<file path="src/rtl/delay_circuit_pkg.sv">
// delay_circuit_pkg: shared latency defaults, run-counter type and saturating increment helper
package delay_circuit_pkg;
  localparam int OR_LAT_DEF    = 3;
  localparam int NOT_LAT_DEF   = 1;
  localparam int AND_LAT_DEF   = 2;
  localparam int MIN_PULSE_DEF = 3;
  localparam int CNT_W         = 4;
  typedef logic [CNT_W-1:0] cnt_t;
  function automatic cnt_t sat_inc(input cnt_t c, input cnt_t lim);
    return (c >= lim) ? lim : c + cnt_t'(1);
  endfunction
endpackage

</file>
<file path="src/rtl/delay_circuit_pipe_lat_pipe.sv">
// lat_pipe: LAT-cycle transport delay of a WIDTH-bit bus; ports clk, rst (sync active-high), d in, q out
module lat_pipe #(
  parameter int WIDTH = 1,
  parameter int LAT   = 1
) (
  input  logic             clk,
  input  logic             rst,
  input  logic [WIDTH-1:0] d,
  output logic [WIDTH-1:0] q
);
  logic [WIDTH-1:0] s [LAT];
  always_ff @(posedge clk) begin
    if (rst) begin
      for (int i = 0; i < LAT; i++) s[i] <= '0;
    end else begin
      s[0] <= d;
      for (int i = 1; i < LAT; i++) s[i] <= s[i-1];
    end
  end
  assign q = s[LAT-1];
endmodule

</file>
<file path="src/rtl/delay_circuit_pipe.sv">
// delay_circuit_pipe: x = delayed (A|B)&~C, y = delayed ~C, sticky short-pulse glitch flag on x; ports clk, rst, A, B, C, glitch_clr in, x, y, glitch out; glitch logic present only with DELAY_CIRCUIT_GLITCH_DET_EN
module delay_circuit_pipe
  import delay_circuit_pkg::*;
#(
  parameter int WIDTH     = 1,
  parameter int OR_LAT    = OR_LAT_DEF,
  parameter int NOT_LAT   = NOT_LAT_DEF,
  parameter int AND_LAT   = AND_LAT_DEF,
  parameter int MIN_PULSE = MIN_PULSE_DEF
) (
  input  logic             clk,
  input  logic             rst,
  input  logic [WIDTH-1:0] A,
  input  logic [WIDTH-1:0] B,
  input  logic [WIDTH-1:0] C,
  input  logic             glitch_clr,
  output logic [WIDTH-1:0] x,
  output logic [WIDTH-1:0] y,
  output logic [WIDTH-1:0] glitch
);
  logic [WIDTH-1:0] e;
  lat_pipe #(.WIDTH(WIDTH), .LAT(OR_LAT))  u_or  (.clk(clk), .rst(rst), .d(A | B), .q(e));
  lat_pipe #(.WIDTH(WIDTH), .LAT(NOT_LAT)) u_not (.clk(clk), .rst(rst), .d(~C),    .q(y));
  lat_pipe #(.WIDTH(WIDTH), .LAT(AND_LAT)) u_and (.clk(clk), .rst(rst), .d(e & y), .q(x));
`ifdef DELAY_CIRCUIT_GLITCH_DET_EN
  localparam cnt_t MIN_C = cnt_t'(MIN_PULSE);
  cnt_t             run [WIDTH];
  logic [WIDTH-1:0] short_end;
  // run holds the length of the x-high run ending last cycle, so a nonzero
  // run with x now low marks a falling edge
  always_comb begin
    for (int i = 0; i < WIDTH; i++) short_end[i] = !x[i] && (run[i] != '0) && (run[i] < MIN_C);
  end
  always_ff @(posedge clk) begin
    if (rst) begin
      for (int i = 0; i < WIDTH; i++) run[i] <= '0;
      glitch <= '0;
    end else begin
      for (int i = 0; i < WIDTH; i++) run[i] <= x[i] ? sat_inc(run[i], MIN_C) : '0;
      glitch <= short_end | (glitch & ~{WIDTH{glitch_clr}});
    end
  end
`else
  logic unused_clr;
  assign unused_clr = glitch_clr;
  assign glitch = '0;
`endif
endmodule

</file>
<file path="config.mk">
export PLATFORM = sky130hd
export DESIGN_NAME = delay_circuit_pipe
export DESIGN_NICKNAME = d
export VERILOG_FILES = /design/src/rtl/delay_circuit_pkg.sv /design/src/rtl/delay_circuit_pipe_lat_pipe.sv /design/src/rtl/delay_circuit_pipe.sv
export SDC_FILE = /design/constraint.sdc
export NUM_CORES = 1
export LEC_CHECK = 0
export ABC_AREA = 1
export CORE_AREA = 10 10 47 49
export CTS_BUF_LIST = sky130_fd_sc_hd__clkbuf_8
export DETAILED_ROUTE_END_ITERATION = 8
export DIE_AREA = 0 0 57 59
export GPL_ROUTABILITY_DRIVEN = 0
export GPL_TIMING_DRIVEN = 0
export PLACE_DENSITY_LB_ADDON = 0.15
export SLEW_MARGIN = 5
export SYNTH_ARGS = -nofsm -noshare
export SYNTH_HDL_FRONTEND = slang
export SYNTH_SLANG_ARGS = --single-unit
</file>
<file path="constraint.sdc">
create_clock -name clk -period 1 [get_ports clk]
set_input_delay 0.2 -clock clk [delete_from_list [all_inputs] [get_ports clk]]
set_output_delay 0.2 -clock clk [all_outputs]
set_load 0.005 [all_outputs]
</file>
==> flow_summary.yaml <==
run_status:
  status: "finished, final reports clean"
place:
  placed_cells: 41
  port_buffers: 6
  dp_hpwl_microns: 262
power_and_ir_drop:
  switching_share: 0.172
  p_leak_nw: 0.129
  power_w: 0.000640
  p_int_w: 0.000529
  peakVddDrop_mv: 0.492
  p_switching_w: 0.000110
  power_frac_comb: 0.051
  pwr-share-clk: 0.555
  p_per_area_nw_per_um2: 2190
  seq_power_share: 0.395
routing:
  drt-initial-drc-count: 2
  vias: 139
  ant_nets: 0
  wl_microns: 338
  dr.pass1.iters: 2
  wl_per_cell_microns: 7.68
  remaining_drc_errors: 0
  drt-vias-per-instance: 3.16
yosys:
  synth_seq_area_share: 0.696
  avgSynthCellArea_sq_um: 9.09
  synth_seq_cells: 6
  ys_warn_count: 0
  syn_area_sq_um: 173
  synthDistinctLibCells: 6
  syn_inst: 19
  synth.net_count: 25
sta:
  finClkSkew_ns: 0.000505
  drv_slew: 0
  fin_crit_ns: 0.955
  rsz0062_at_grt: "no"
  max_freq_mhz: 1050
  setup_viol: 0
  fin_crit_sh: 0.955
  hold_violations: 0
finish:
  nFillCells: 164
  nets: 36
  post-route-util: 0.209
  final_cells: 44
  drive_above_1_share: 0.143
  final_common_cell: "nor2_1"
  final_cell_mix: "7 x nor2_1, 6 x dfxtp_1, 4 x clkdlybuf4s50_1, 3 x inv_1, 3 x clkbuf_8"
  insertedDiodeCount: 0
  area_growth_pct: 69.6
clock_tree:
  cts_tree: "yes"
  path_clk_slew_ns: 0.03
  clk_latency_ns: 0.22
  clk_path_buf_depth: 2
  cts.sinks: 6
  htree_levels: 1
  clockRootBuffer: "clkbuf_8"
  cts-buffers-inserted: 3
worst_setup_path:
  slowest_delay_ns: 0.28
  start_kind: "flip-flop"
  critPathTopFamily: "flip-flops"
  cp_num_buf_inv: 1
  path_class: "flip-flop to output pin"
  crit_path_cell_trace: "dlygate4sd2_1"
  worst_ep_arrival_time_ns: 0.76
  cpMaxStageDelayCell: "dfxtp_1"
  crit_path_end_kind: "output pin"
  worstPathMaxFanout: 1
  cp.required_ns: 0.80
floorplan:
  row_count: 14
  core-area_sq_um: 1400
  fp.dieH_microns: 59
  start_util: 0.123
  io_pins: 9
  dieArea_sq_um: 3360
  die_w_microns: 57
global_route:
  grt_overflow: 0
  antenna_found_initial: 0
  grt_first_pass_wirelength_microns: 538
  grt_max_degree: 7
  grtUsageTotal: 0.0259
  grt_pass1_vias: 124
worst_hold_path:
  min_path_type: "flip-flop to flip-flop"
run:
  cap_viol_max_count: 0
through the flow:
step	hold slack (ns)	setup WS (ns)	setup TNS, ns	cell area (sq um)
2_1_floorplan	0.267	0.486	0	173
3_3_place_gp	0.394	-0.0196	-0.0196	253
3_5_place_dp	0.398	-0.0163	-0.0163	253
4_1_cts	0.403	0.0121	0	292
5_1_grt	0.411	0.0234	0	293
6_report	0.402	0.0446	0	293
sequential cells by signal, indices dropped and copies added (netlist names):
name / count
u_not.s: 1
u_and.s: 2
u_or.s: 3
path summary, 6_finish.rpt:
path                  from  slack (ns)  depth (start not counted)             to
max reg2reg     u_not.s[0]        0.50                          2  u_and.s[0][0]
min           u_or.s[0][0]        0.40                          2   u_or.s[0][1]
max          u_and.s[0][1]        0.04                          1              x
min reg2reg   u_or.s[0][0]        0.40                          2   u_or.s[0][1]
power by group through the flow:
| stage | clock, W | combinational (W) | sequential, W |
|---|---|---|---|
| after floorplan | 0 | 0.00000968 | 0.000256 |
| after global placement | 0 | 0.0000335 | 0.000256 |
| after detailed placement | 0 | 0.0000336 | 0.000256 |
| after CTS | 0.000372 | 0.0000321 | 0.000252 |
| after global routing | 0.000381 | 0.0000357 | 0.000253 |
| final | 0.000355 | 0.0000325 | 0.000252 |
layer usage:
layer / vias up / GRT usage / wire length (microns)
met2: 10 / 0.0217 / 109
met3: 2 / 0.0408 / 68
met4: 0 / 0.0403 / 14
li1: 69 / - / -
met1: 58 / 0.0178 / 146
met5: - / 0 / 0
final cells by class:
class | instances | area, sq um | share of cell area
Inverter | 3 | 11.3 | 0.0385
Multi-Input combinational cell | 9 | 33.8 | 0.115
Timing Repair Buffer | 6 | 58.8 | 0.201
Clock buffer | 3 | 41.3 | 0.141
Tap cell | 16 | 20.0 | 0.0684
Buffer | 1 | 7.51 | 0.0256
Sequential cell | 6 | 120 | 0.410
cell usage after synthesis:
cell,count,area share
nand2_1,1,0.022
nor2_1,7,0.15
dfxtp_1,6,0.70
conb_1,1,0.022
inv_1,3,0.065
buf_4,1,0.043
repair_timing:
item / in CTS / in global routing
pin swaps: 0 / 0
hold buffers: 0 / 0
resized for setup: 2 / 1
setup buffers: 0 / 0
setup endpoints to repair: 2 / 1
logic make-up after synthesis:
| kind of cell | count (synthesis) | share of synthesized area |
|---|---|---|
| and+or+nand+nor | 8 | 0.174 |
| DFF | 6 | 0.696 |
| other | 1 | 0.0217 |
| buffers and inverters | 4 | 0.109 |
(Power assumes the default switching activity.)
